==> src/rtl/vid_sync_hv_gen_if.sv <==
// Raster timing bundle from the sync generator to the OSD/layer engines.
// The master modport drives the bundle. The slave modport receives it.
interface vid_sync_hv_gen_if;
  logic [3:0]  pc_ena;
  logic        hde;
  logic        vde;
  logic        hs;
  logic        vs;
  logic [47:0] HV_triggers;
  logic        frame_start;
  logic [11:0] raster_x;
  logic [11:0] raster_y;

  modport master (
    output pc_ena, hde, vde, hs, vs, HV_triggers, frame_start, raster_x, raster_y
  );

  modport slave (
    input pc_ena, hde, vde, hs, vs, HV_triggers, frame_start, raster_x, raster_y
  );
endinterface

==> src/rtl/vid_sync_hv_gen.sv <==
// Raster timing source: sub-pixel phase, h/v counters, and syncs/enables.
// It also drives the 48-bit per-pixel trigger bus that feeds the layer engines.
module vid_sync_hv_gen #(
  parameter int PC_DIV   = 4,
  parameter int H_ACTIVE = 640,
  parameter int H_FRONT  = 16,
  parameter int H_SYNC   = 96,
  parameter int H_BACK   = 48,
  parameter int V_ACTIVE = 480,
  parameter int V_FRONT  = 10,
  parameter int V_SYNC   = 2,
  parameter int V_BACK   = 33,
  parameter bit HS_POL   = 1'b0,
  parameter bit VS_POL   = 1'b0
) (
  input  logic              clk,
  input  logic              reset,
  vid_sync_hv_gen_if.master vid
);

  localparam int H_TOTAL   = H_ACTIVE + H_FRONT + H_SYNC + H_BACK;
  localparam int V_TOTAL   = V_ACTIVE + V_FRONT + V_SYNC + V_BACK;
  localparam int HS_START  = H_ACTIVE + H_FRONT;
  localparam int HS_END    = HS_START + H_SYNC;
  localparam int VS_START  = V_ACTIVE + V_FRONT;
  localparam int VS_END    = VS_START + V_SYNC;
  localparam int TRIG_BASE = H_TOTAL - 48;

  logic [3:0]  pc_r;
  logic [11:0] h_r;
  logic [11:0] v_r;
  logic        hde_r, vde_r, hs_r, vs_r, frame_start_r;
  logic [47:0] trig_r;
  logic [11:0] raster_x_r, raster_y_r;

  logic        advance_s;
  logic [3:0]  pc_nxt_s;
  logic [11:0] h_nxt_s, v_nxt_s;
  logic [12:0] h13_s, v13_s;
  logic        hde_nxt_s, vde_nxt_s, hs_nxt_s, vs_nxt_s, fs_nxt_s, line_ok_s;
  logic [5:0]  trig_idx_s;
  logic [47:0] trig_nxt_s;

  // Next position and decode of that new position, loaded only on an advance.
  always_comb begin
    advance_s  = (pc_r == 4'(PC_DIV - 1));
    pc_nxt_s   = advance_s ? 4'd0 : (pc_r + 4'd1);
    h_nxt_s    = (h_r == 12'(H_TOTAL - 1)) ? 12'd0 : (h_r + 12'd1);
    v_nxt_s    = v_r;
    if (h_r == 12'(H_TOTAL - 1)) begin
      v_nxt_s = (v_r == 12'(V_TOTAL - 1)) ? 12'd0 : (v_r + 12'd1);
    end else begin
      v_nxt_s = v_r;
    end
    // 13-bit compares keep bounds equal to 4096 from wrapping to zero.
    h13_s      = {1'b0, h_nxt_s};
    v13_s      = {1'b0, v_nxt_s};
    hde_nxt_s  = (h13_s < 13'(H_ACTIVE));
    vde_nxt_s  = (v13_s < 13'(V_ACTIVE));
    hs_nxt_s   = ((h13_s >= 13'(HS_START)) && (h13_s < 13'(HS_END))) ? HS_POL : ~HS_POL;
    vs_nxt_s   = ((v13_s >= 13'(VS_START)) && (v13_s < 13'(VS_END))) ? VS_POL : ~VS_POL;
    fs_nxt_s   = (h_nxt_s == 12'd0) && (v_nxt_s == 12'd0);
    line_ok_s  = (v_nxt_s == 12'(V_TOTAL - 1)) || (v13_s < 13'(V_ACTIVE - 1));
    trig_idx_s = 6'(h_nxt_s - 12'(TRIG_BASE));
    if ((h_nxt_s >= 12'(TRIG_BASE)) && line_ok_s) begin
      trig_nxt_s = 48'd1 << trig_idx_s;
    end else begin
      trig_nxt_s = 48'd0;
    end
  end

  // Phase counter, position counters, and registered outputs.
  always_ff @(posedge clk) begin
    if (reset) begin
      pc_r          <= 4'd0;
      h_r           <= 12'(H_TOTAL - 1);
      v_r           <= 12'(V_TOTAL - 1);
      hde_r         <= 1'b0;
      vde_r         <= 1'b0;
      hs_r          <= ~HS_POL;
      vs_r          <= ~VS_POL;
      frame_start_r <= 1'b0;
      trig_r        <= 48'd0;
      raster_x_r    <= 12'd0;
      raster_y_r    <= 12'd0;
    end else begin
      pc_r <= pc_nxt_s;
      if (advance_s) begin
        h_r           <= h_nxt_s;
        v_r           <= v_nxt_s;
        hde_r         <= hde_nxt_s;
        vde_r         <= vde_nxt_s;
        hs_r          <= hs_nxt_s;
        vs_r          <= vs_nxt_s;
        frame_start_r <= fs_nxt_s;
        trig_r        <= trig_nxt_s;
        raster_x_r    <= h_nxt_s;
        raster_y_r    <= v_nxt_s;
      end
    end
  end

  assign vid.pc_ena      = pc_r;
  assign vid.hde         = hde_r;
  assign vid.vde         = vde_r;
  assign vid.hs          = hs_r;
  assign vid.vs          = vs_r;
  assign vid.frame_start = frame_start_r;
  assign vid.HV_triggers = trig_r;
  assign vid.raster_x    = raster_x_r;
  assign vid.raster_y    = raster_y_r;

endmodule

==> src/flat_wrapper.sv <==
// flat-port wrapper written by rule: the top's interface ports become plain ports
module vid_sync_hv_gen_flat 
#(
  parameter int PC_DIV   = 4,
  parameter int H_ACTIVE = 640,
  parameter int H_FRONT  = 16,
  parameter int H_SYNC   = 96,
  parameter int H_BACK   = 48,
  parameter int V_ACTIVE = 480,
  parameter int V_FRONT  = 10,
  parameter int V_SYNC   = 2,
  parameter int V_BACK   = 33,
  parameter bit HS_POL   = 1'b0,
  parameter bit VS_POL   = 1'b0
)
  (clk, reset, vid_pc_ena, vid_hde, vid_vde, vid_hs, vid_vs, vid_HV_triggers, vid_frame_start, vid_raster_x, vid_raster_y);
  vid_sync_hv_gen_if vid_i ();
  input  logic clk;
  input  logic reset;
  output wire logic [$bits(vid_i.pc_ena)-1:0] vid_pc_ena;
  output wire logic [$bits(vid_i.hde)-1:0] vid_hde;
  output wire logic [$bits(vid_i.vde)-1:0] vid_vde;
  output wire logic [$bits(vid_i.hs)-1:0] vid_hs;
  output wire logic [$bits(vid_i.vs)-1:0] vid_vs;
  output wire logic [$bits(vid_i.HV_triggers)-1:0] vid_HV_triggers;
  output wire logic [$bits(vid_i.frame_start)-1:0] vid_frame_start;
  output wire logic [$bits(vid_i.raster_x)-1:0] vid_raster_x;
  output wire logic [$bits(vid_i.raster_y)-1:0] vid_raster_y;
  assign vid_pc_ena = vid_i.pc_ena;
  assign vid_hde = vid_i.hde;
  assign vid_vde = vid_i.vde;
  assign vid_hs = vid_i.hs;
  assign vid_vs = vid_i.vs;
  assign vid_HV_triggers = vid_i.HV_triggers;
  assign vid_frame_start = vid_i.frame_start;
  assign vid_raster_x = vid_i.raster_x;
  assign vid_raster_y = vid_i.raster_y;
  vid_sync_hv_gen #(.PC_DIV(PC_DIV), .H_ACTIVE(H_ACTIVE), .H_FRONT(H_FRONT), .H_SYNC(H_SYNC), .H_BACK(H_BACK), .V_ACTIVE(V_ACTIVE), .V_FRONT(V_FRONT), .V_SYNC(V_SYNC), .V_BACK(V_BACK), .HS_POL(HS_POL), .VS_POL(VS_POL)) u_core (.clk(clk), .reset(reset), .vid(vid_i));
endmodule
==> config.mk <==
export PLATFORM = sky130hd
export DESIGN_NAME = vid_sync_hv_gen_flat
export DESIGN_NICKNAME = d
export VERILOG_FILES = /design/src/rtl/vid_sync_hv_gen_if.sv /design/src/rtl/vid_sync_hv_gen.sv /design/src/flat_wrapper.sv
export SDC_FILE = /design/constraint.sdc
export NUM_CORES = 1
export LEC_CHECK = 0
export ABC_AREA = 1
export CAP_MARGIN = 10
export CORE_MARGIN = 4
export CORE_UTILIZATION = 54
export CTS_CLUSTER_DIAMETER = 150
export CTS_CLUSTER_SIZE = 24
export DETAILED_ROUTE_END_ITERATION = 8
export GPL_TIMING_DRIVEN = 0
export PLACE_DENSITY = 0.92
export SETUP_SLACK_MARGIN = 0.5
export SLEW_MARGIN = 40
export SYNTH_ARGS = -nofsm -noshare
export SYNTH_HDL_FRONTEND = slang
export SYNTH_SLANG_ARGS = --single-unit
export TNS_END_PERCENT = 30
==> constraint.sdc <==
create_clock -name clk -period 3.1 [get_ports clk]
set_input_delay 0.31 -clock clk [delete_from_list [all_inputs] [get_ports clk]]
set_output_delay 0.31 -clock clk [all_outputs]
set_load 0.01 [all_outputs]
* Word level (Yosys, flattened, before mapping)
Cells that the tools add are included.
Storage, ports and cells: output and inout port bits 81, input bits 2, logic and storage cells 42, flip-flop bits (word level) 105
Cells by class: mux-type cells 6, equal/unequal tests 4, shifts and indexed selects 1, add/sub/neg operators 4, reductions and logical operators 8, magnitude comparators 8
Operators with widths (count):
- 2-to-1 mux 48 bit | 1
- << shifter 1 x 6 -> 48 bit (first input constant) | 1
- equality test 12 x 10 -> 1 bit (second input constant) | 3
- < comparator 12 x 9 -> 1 bit (second input constant) | 3
- 2-to-1 mux 12 bit | 3
- adder 12 x 1 -> 12 bit (second input constant) | 2
- greater-or-equal comparator 12 x 10 -> 1 bit (second input constant) | 2
- logical NOT 12 bit | 2
- < comparator 12 x 10 -> 1 bit (second input constant) | 2
- greater-or-equal comparator 12 x 9 -> 1 bit (second input constant) | 1
- subtractor 6 bit (second input constant) | 1
- adder 4 x 1 -> 4 bit (second input constant) | 1
- equality test 4 x 2 -> 1 bit (second input constant) | 1
- logical AND 1 bit | 4
- 2-to-1 mux 1 bit | 2
- OR reduction 2 bit | 1
- logical OR 1 bit | 1

* Depth between registers and ports, before layout
Gate-level depths: netlist (run 1).
depth in word-level cells 7, depth in mapped cells 18, mapped depth without buffers 15

* Worst setup path before layout (run 1)
Ideal clock, no wire load.
kind register to register, start register u_core.h_r[0], end register u_core.trig_r[37], in the netlist u_core.vid.HV_triggers[37], arrival 2.339 ns, path buffers 3, cell stages (with the launch flop) 16, setup slack 0.702 ns, data required time 3.041 ns, cell sequence dfxtp_1 > ha_1 > nand2_2 > inv_1 > nand2_1 > nand2_1 > clkinv_1 > clkbuf_1 > ha_1 > nand3_1 > nand3b_1 > nand2_1 > buf_4 > buf_6 > nand3_2 > nand2_1
Between the ends: elaborated cells between the ends (all ways) 12, those cells by class 2 x add/sub; 2 x order compare; 2 x eq/ne; 1 x shift; 3 x mux; 2 x reduce/logical
RTL lines:
- start, declared | line vid_sync_hv_gen.sv:30 | logic [11:0] h_r;
- start signal, assigned | line vid_sync_hv_gen.sv:76 | h_r <= 12'(H_TOTAL - 1);
- start signal, assigned | line vid_sync_hv_gen.sv:89 | h_r <= h_nxt_s;
- adder 12 x 1 -> 12 bit or equality test 12 x 10 -> 1 bit (tied branches) | line vid_sync_hv_gen.sv:48 | h_nxt_s = (h_r == 12'(H_TOTAL - 1)) ? 12'd0 : (h_r + 12'd1);
- 2-to-1 mux 12 bit * | line vid_sync_hv_gen.sv:48
- net u_core.h_nxt_s[4] | line vid_sync_hv_gen.sv:38 | logic [11:0] h_nxt_s, v_nxt_s;
- greater-or-equal comparator 12 x 10 -> 1 bit or subtractor 6 bit (tied branches) | line vid_sync_hv_gen.sv:65, vid_sync_hv_gen.sv:64
- logical AND 1 bit or << shifter 1 x 6 -> 48 bit (tied branches) | line vid_sync_hv_gen.sv:65, vid_sync_hv_gen.sv:66
- 2-to-1 mux 48 bit * | line vid_sync_hv_gen.sv:65 | if ((h_nxt_s >= 12'(TRIG_BASE)) && line_ok_s) begin
- end signal, assigned | line vid_sync_hv_gen.sv:96 | trig_r <= trig_nxt_s;
- end, declared | line vid_sync_hv_gen.sv:33 | logic [47:0] trig_r;
Mark *: on every way through the listed nets, which the timed path passes. The rest lies on a longest branch. A chain may end at the register's enable or synchronous reset.

* Worst setup path in the final report (run 1)
start register u_core.h_r[2], end register u_core.trig_r[28], in the netlist u_core.vid.HV_triggers[28]
The elaborated chain is that of the path after synthesis.

==> results of run 1 <==
## Yosys cell counts, types with 2 or more instances
cell type  instances
nand4_1           10
nand3b_1           3
buf_2              9
o211ai_1           6
buf_4             15
nor4_1            15
nand2_2            7
o21ai_1            2
nor2_4             2
ha_1              12
clkbuf_1          18
nor2_1            96
nor2_2             8
xor2_1             4
nand3_1           91
o21ai_0           17
nor3_1             8
inv_2              6
nand3_2           10
nor2_8             2
o22ai_1           14
nand2_1          226
a22oi_1            3
a21oi_1            5
inv_1             58
dfxtp_1           91
buf_6              4
## state kept, by name (all words and copies together), names as in the netlist
signal and count:
u_core.vid.hs 1, u_core.vid.raster_y 12, u_core.vid.hde 1, u_core.vid.HV_triggers 48
u_core.vid.raster_x 12, u_core.vid.vs 1, u_core.v_r 3, u_core.vid.pc_ena 4
u_core.vid.frame_start 1, u_core.h_r 7, u_core.vid.vde 1
## final cells by class
| cell class | count | area share [%] |
|---|---|---|
| tap | 108 | 2.16 |
| clock buffer | 11 | 2.10 |
| buffer | 48 | 4.94 |
| multi-input combinational | 548 | 43.3 |
| inverter | 65 | 3.92 |
| clock inverter | 5 | 1.00 |
| timing repair buffer | 84 | 13.3 |
| sequential | 91 | 29.2 |
## how the worst min path moves through the flow
stage                                             to  slack [ns]  depth (start not counted)
after floorplan                 u_core.vid.pc_ena[0]        0.47                          1
after global routing          u_core.vid.raster_x[8]        0.36                          2
final                         u_core.vid.raster_x[8]        0.35                          2
after CTS                     u_core.vid.raster_x[8]        0.34                          2
after global placement    u_core.vid.HV_triggers[21]        0.44                          2
after detailed placement  u_core.vid.HV_triggers[17]        0.44                          2
## worst max-delay path, cell delays in order, from the launching register on
cell and delay, ns:
dfxtp_1 0.40, nand3_1 0.18, nor2_1 0.19, nand3_1 0.16, nand2_1 0.11, nor2_1 0.05
inv_1 0.13, ha_1 0.26, nor2_1 0.18, nand2_2 0.13, buf_2 0.21, nor4_1 0.22
nand3_1 0.12, nand2_1 0.07
## cell families (layout without fill, tap and decap cells)
logic type,after synthesis,after routing
AND/OR/NAND/NOR,481,481
buffers and inverters,113,213
flip-flops,91,91
AO/OA/AOI/OAI,51,51
adder cells (fa/ha/maj),12,12
XOR/XNOR,4,4
## metal layers
metal  vias to the layer above  wire length (µm)  track usage, %
li1                       2608                 -               -
met1                      2393              5960            32.9
met2                       233              6190            38.9
met3                        27              1110            5.34
met4                         0               331            7.98
met5                         -                 0               0
## where the power goes
group	leakage, nW	internal (mW)	switching, mW	total [mW]
Clock	0.0901	0.378	0.437	0.815
Combinational	1.96	0.328	0.695	1.02
Sequential	0.735	1.19	0.0237	1.22
## stage by stage
stage | utilization, % | setup slack [ns]
floorplan | - | 0.702
global placement | 67.1 | 0.222
detailed placement | 67.1 | 0.200
CTS | 69.4 | 0.486
global route | 70.3 | 0.450
finish | 70.3 | 0.637
## timing repair
action | CTS | global route
buffers inserted | 0 | 3
pin swaps | 0 | 1
setup endpoints to repair | 49 | 49
resized for setup | 4 | 26
==> metrics, run 1 <==
status complete, no violations; number of synthesized register bits 91; clock-pin slew on the worst setup and hold paths 0.09 ns; Non-Filler Instances 960; Core ar. about 9000 µm²; period utilization between 70% and 80%; startpoint type of the worst setup path flip-flop; DR WL/cell 14.2 µm; TNS Setup 0 ns; tightest hold margin between 0.3 and 0.4 ns; Worst-Skew Late Latency between 0.3 and 0.4 ns; Post-Place Cells around 940; H-tree Lvls 3; post-synth top area cell dfxtp_1; Synth Area in Adders ~3%; CP Capture Type flip-flop; Root Buffer clkbuf_8; Final setup viols 0; drt first pass iters 7; number of distinct library cells after synthesis 37; post-layout instance area approximately 6300 µm²; Detailed Place HPWL 10000 µm; Crit. Startpoint u_core.h_r[2]; Area contributors post-synth dfxtp_1 (36%), nand2_1 (17%), nand3_1 (9.1%); Max Cap Viol 0; vias in the first global route roughly 4700; DIE WIDTH around 100 µm; worst r2r src u_core.h_r[2]; # hold bufs at CTS 0; Reg2Reg Setup Slack 0.64 ns; Req. time, crit path ~3.4 ns; total CTS buffers 9; Cell Pwr Density 488 nW/µm²; Lkg Pwr approximately 2.8 nW; PnR Total Power between 3 and 4 mW; IO Pins a little over 80; share of the synthesized area in the top cell type a little over a third; Worst Setup EP u_core.vid.HV_triggers[28]; maximum clock frequency around 410 MHz; Synth Area in Compound Gates 6.13%; Post-synth EDFFs 0; Synth Area in Simple Gates 43.3%; Cell Area, Placed 5970 µm²; Avg Cell Area, Syn roughly 6.7 µm²; fin nets approximately 860; DRT iter0 DRCs 431; register area approximately 1800 µm²; Data arrival, critical path about 2.8 ns; ant diodes 0; clock buffer depth 2; multi-input logic area approximately 2700 µm²; IO buf count approximately 80; total gr overflow 0; Seq/Total Area, Yosys approximately 36%; Syn Nets 766; Routed WL between 10000 and 15000 µm; RSZ-0062 raised after global routing no; multiplexer area fraction after synthesis 0%; Num Clock Sinks about 90; first-pass GRT wire length roughly 22000 µm; Syn Std Cell Area approximately 5000 µm²; Max Clock Skew ~0.016 ns; GRT Total Usage between 20% and 30%; FFs w/ async S/R, synth 0%; commonest non-fill, non-tap cell in the layout nand2_1; Slew Viols, Final 0; YS warnings 0; Final Wtd Congestion 0.942; most frequent cells in the layout nand2_1 (222), nor2_1 (94), nand3_1 (91), dfxtp_1 (86), clkdlybuf4s50_1 (81); largest net degree at the start of global routing 16; DRC Markers 0; worst hold path type in -> reg; Die Ht ~100 µm; Max-slew headroom 60.0%; P&R area growth vs syn 24.5%; Die ar. 10900 µm²; post-route ant nets 0; Starting Density a little under three fifths; final hold violations 0; worst setup path class reg -> reg; maximum fanout along the worst path 10; initial antenna violation count 0; via/cell ratio 5.48; most used flip-flop cell after synthesis dfxtp_1; layout cells sized above 1 12.1%; post-route minimum period 2.46 ns; fillcell total between 700 and 800; CTS tree done; R2R Path End u_core.vid.HV_triggers[28]; hold path start reset; site row count 34; largest family of logic cells by synthesized area simple AND/OR/NAND/NOR gates; worst slew pin tran approximately 0.6 ns; Post-Synth XOR/XNOR Area 0.698%; DR vias 5261; reg2reg path depth 13; worst vdd ir around 0.48 mV; Cells after Synth approximately 750
Note: power is estimated with default switching activity, not from simulation.
==> run 2, diff against run 1 <==
--- a/config.mk
+++ b/config.mk
@@ -8,12 +8,12 @@
 export ABC_AREA = 1
 export CAP_MARGIN = 10
 export CORE_MARGIN = 4
-export CORE_UTILIZATION = 54
+export CORE_UTILIZATION = 49
 export CTS_CLUSTER_DIAMETER = 150
 export CTS_CLUSTER_SIZE = 24
 export DETAILED_ROUTE_END_ITERATION = 8
 export GPL_TIMING_DRIVEN = 0
-export PLACE_DENSITY = 0.92
+export PLACE_DENSITY = 0.88
 export SETUP_SLACK_MARGIN = 0.5
 export SLEW_MARGIN = 40
 export SYNTH_ARGS = -nofsm -noshare
==> constraint.sdc (replaced) <==
create_clock -name clk -period 2 [get_ports clk]
set_input_delay 0.2 -clock clk [delete_from_list [all_inputs] [get_ports clk]]
set_output_delay 0.2 -clock clk [all_outputs]
set_load 0.01 [all_outputs]
==> metrics, run 2 (same netlist as run 1, synthesis figures left out) <==
status finished with violations; failing checks negative setup slack; most frequent CP cell nand2_1; Buf/Inv on CP 5 (+3); IO Pins 83 (unchanged); largest net degree at the start of global routing 18 (+2); Critical Path, Cell by Cell inv_1, nor2_1, nand2_1, nor2_4, buf_4, nand4_1, nand2_1, inv_1, nand2_4, nand2_1, nor2_2, nand2_2, nand2_4, buf_8, clkbuf_16, nand3_2, nand2_1; delay-heaviest family, CP simple AND/OR/NAND/NOR gates; max reg flops 48 (unchanged); Slew Viols, Final 0 (unchanged); initial antenna violation count 0 (unchanged); first-pass GRT wire length 26100 µm (+18%); site row count 36 (+5.9%); final hold violations 0 (unchanged); fin nets 900 (+4.5%); CTS tree done; ant diodes 0 (unchanged); post-route ant nets 0 (unchanged); total gr overflow 0 (unchanged); total CTS buffers 9 (unchanged); clock-pin slew on the worst setup and hold paths 0.11 ns (+0.02 ns); Data arrival, critical path 2.68 ns (-0.10 ns); DIE WIDTH 109 µm (+4.6%); fillcell total 596 (-17%); Die Ht 109 µm (+4.6%); maximum fanout along the worst path 6 (-4); hold path depth 2 (unchanged); layout cells sized above 1 31.1% (+19 points); RSZ-0062 raised after global routing yes; CP Capture Type flip-flop; Final Wtd Congestion 0.948 (+0.66%); most frequent cells in the layout nand2_1 (198), nor2_1 (81), nand3_1 (75), dfxtp_1 (67), buf_4 (59); drt first pass iters 9 (+2); PnR Total Power 5.82 mW (+91%); Core ar. 9860 µm² (+11%); hold path start reset; Non-Filler Instances 1024 (+6.7%); Root Buffer clkbuf_8; commonest non-fill, non-tap cell in the layout nand2_1; WHS Endpoint u_core.vid.raster_x[8]; DR WL/cell 18.4 µm (+30%); Req. time, crit path 2.32 ns (-1.10 ns); Max Cap Viol 0 (unchanged); startpoint type of the worst setup path flip-flop; worst setup path class reg -> reg; DR vias 6075 (+15%); register area 1880 µm² (+3.1%); P&R area growth vs syn 50.3%; period utilization 118% (+39 points); # hold bufs at CTS 0 (unchanged); maximum clock frequency 424 MHz (+4.4%); worst r2r src u_core.h_r[9]; CP peak stage delay 0.39 ns (about the same); Max-slew headroom 47.3% (-13 points); Starting Density 50.9% (-5.6 points); Final setup viols 53 (+53); Crit. Startpoint u_core.h_r[9]; reg2reg path depth 17 (+4); TNS Setup -14.41 ns (-14.41 ns); Post-Place Cells 966 (+2.7%); H-tree Lvls 3 (unchanged); vias in the first global route 5305 (+12%); Die ar. 11900 µm² (+9.4%); Reg2Reg Setup Slack -0.36 ns (-1.00 ns); GRT Total Usage 27.7% (+3.3 points); IO buf count 81 (unchanged); Max Clock Skew 0.0158 ns (+0.0000576 ns); multi-input logic area 3310 µm² (+22%); post-route minimum period 2.36 ns (-0.103 ns); worst slew pin tran 0.791 ns (+0.191 ns); Routed WL 18800 µm (+39%); worst hold path type in -> reg; via/cell ratio 5.93 (+8.3%); Num Clock Sinks 91 (unchanged); worst vdd ir 0.639 mV (+34%); R2R Path End u_core.vid.HV_triggers[38]; tightest hold margin 0.257 ns (-0.0896 ns); Detailed Place HPWL 10400 µm (+3.5%); worst setup margin -0.360 ns (-0.997 ns); critical path's slowest cell dfxtp_4; DRC Markers 0 (unchanged); DRT iter0 DRCs 1019 (+140%); clock buffer depth 2 (unchanged); Worst-Skew Late Latency 0.38 ns (about the same); Cell Pwr Density 771 nW/µm² (+58%); Lkg Pwr 3.98 nW (+43%)
-- run 2: stage by stage --
| stage | setup slack (ns) | cell area (µm²) | utilization, % |
|---|---|---|---|
| 4_1_cts | -0.164 | 7110 | 72.1 |
| 3_5_place_dp | -0.359 | 6270 | 63.6 |
| 3_3_place_gp | -0.323 | 6270 | 63.6 |
| 6_report | -0.360 | 7540 | 76.5 |
| 5_1_grt | -0.478 | 7540 | 76.5 |
| 2_1_floorplan | 0.0783 | 5300 | - |
-- run 2: layout make-up --
| cell class | count | area share (%) |
|---|---|---|
| Timing Repair Buffer | 121 | 16.9 |
| Multi-Input combinational cell | 550 | 43.9 |
| Sequential cell | 91 | 25.0 |
| Clock buffer | 10 | 1.82 |
| Tap cell | 133 | 2.21 |
| Inverter | 65 | 3.60 |
| Clock inverter | 6 | 0.730 |
| Buffer | 48 | 5.87 |
-- run 2: where the power goes --
part / total, mW / switching, mW / internal [mW]
sequential: 1.88 / 0.0451 / 1.84
clock: 1.28 / 0.764 / 0.513
combinational: 2.66 / 1.62 / 1.03
total: 5.82 / 2.43 / 3.38
-- run 2: how the worst max path moves through the flow --
stage	end	slack (ns)	cells past startpoint
after floorplan	u_core.vid.HV_triggers[10]	0.08	14
after global placement	u_core.vid.HV_triggers[28]	-0.32	14
after global routing	u_core.vid.HV_triggers[38]	-0.48	13
after detailed placement	u_core.vid.HV_triggers[30]	-0.36	14
after CTS	u_core.vid.HV_triggers[43]	-0.16	14
final	u_core.vid.HV_triggers[38]	-0.36	17
-- run 2: repair_timing --
item / 4_1_cts / 5_1_grt
setup buffers: 30 / 4
gates resized for setup: 120 / 118
endpoints found under the setup margin: 113 / 131
pin swaps: 17 / 31
gates cloned: 6 / 2
-- run 2: routing by layer --
layer,GRT usage [%],up-vias,part of all wire [%],routed length [µm]
li1,-,2698,-,-
met1,37.4,2731,38,7100
met2,43.6,509,46,8620
met3,4.91,137,11,2040
met4,11.8,0,5.7,1070
met5,0,-,0,0
-- run 2: worst reg2reg max path, stage by stage (launching register included) --
cell and delay, ns:
dfxtp_4 0.39, inv_1 0.10, nor2_1 0.14, nand2_1 0.11
nor2_4 0.15, buf_4 0.15, nand4_1 0.09, nand2_1 0.11
inv_1 0.07, nand2_4 0.11, nand2_1 0.08, nor2_2 0.15
nand2_2 0.08, nand2_4 0.10, buf_8 0.15, clkbuf_16 0.15
nand3_2 0.07, nand2_1 0.09
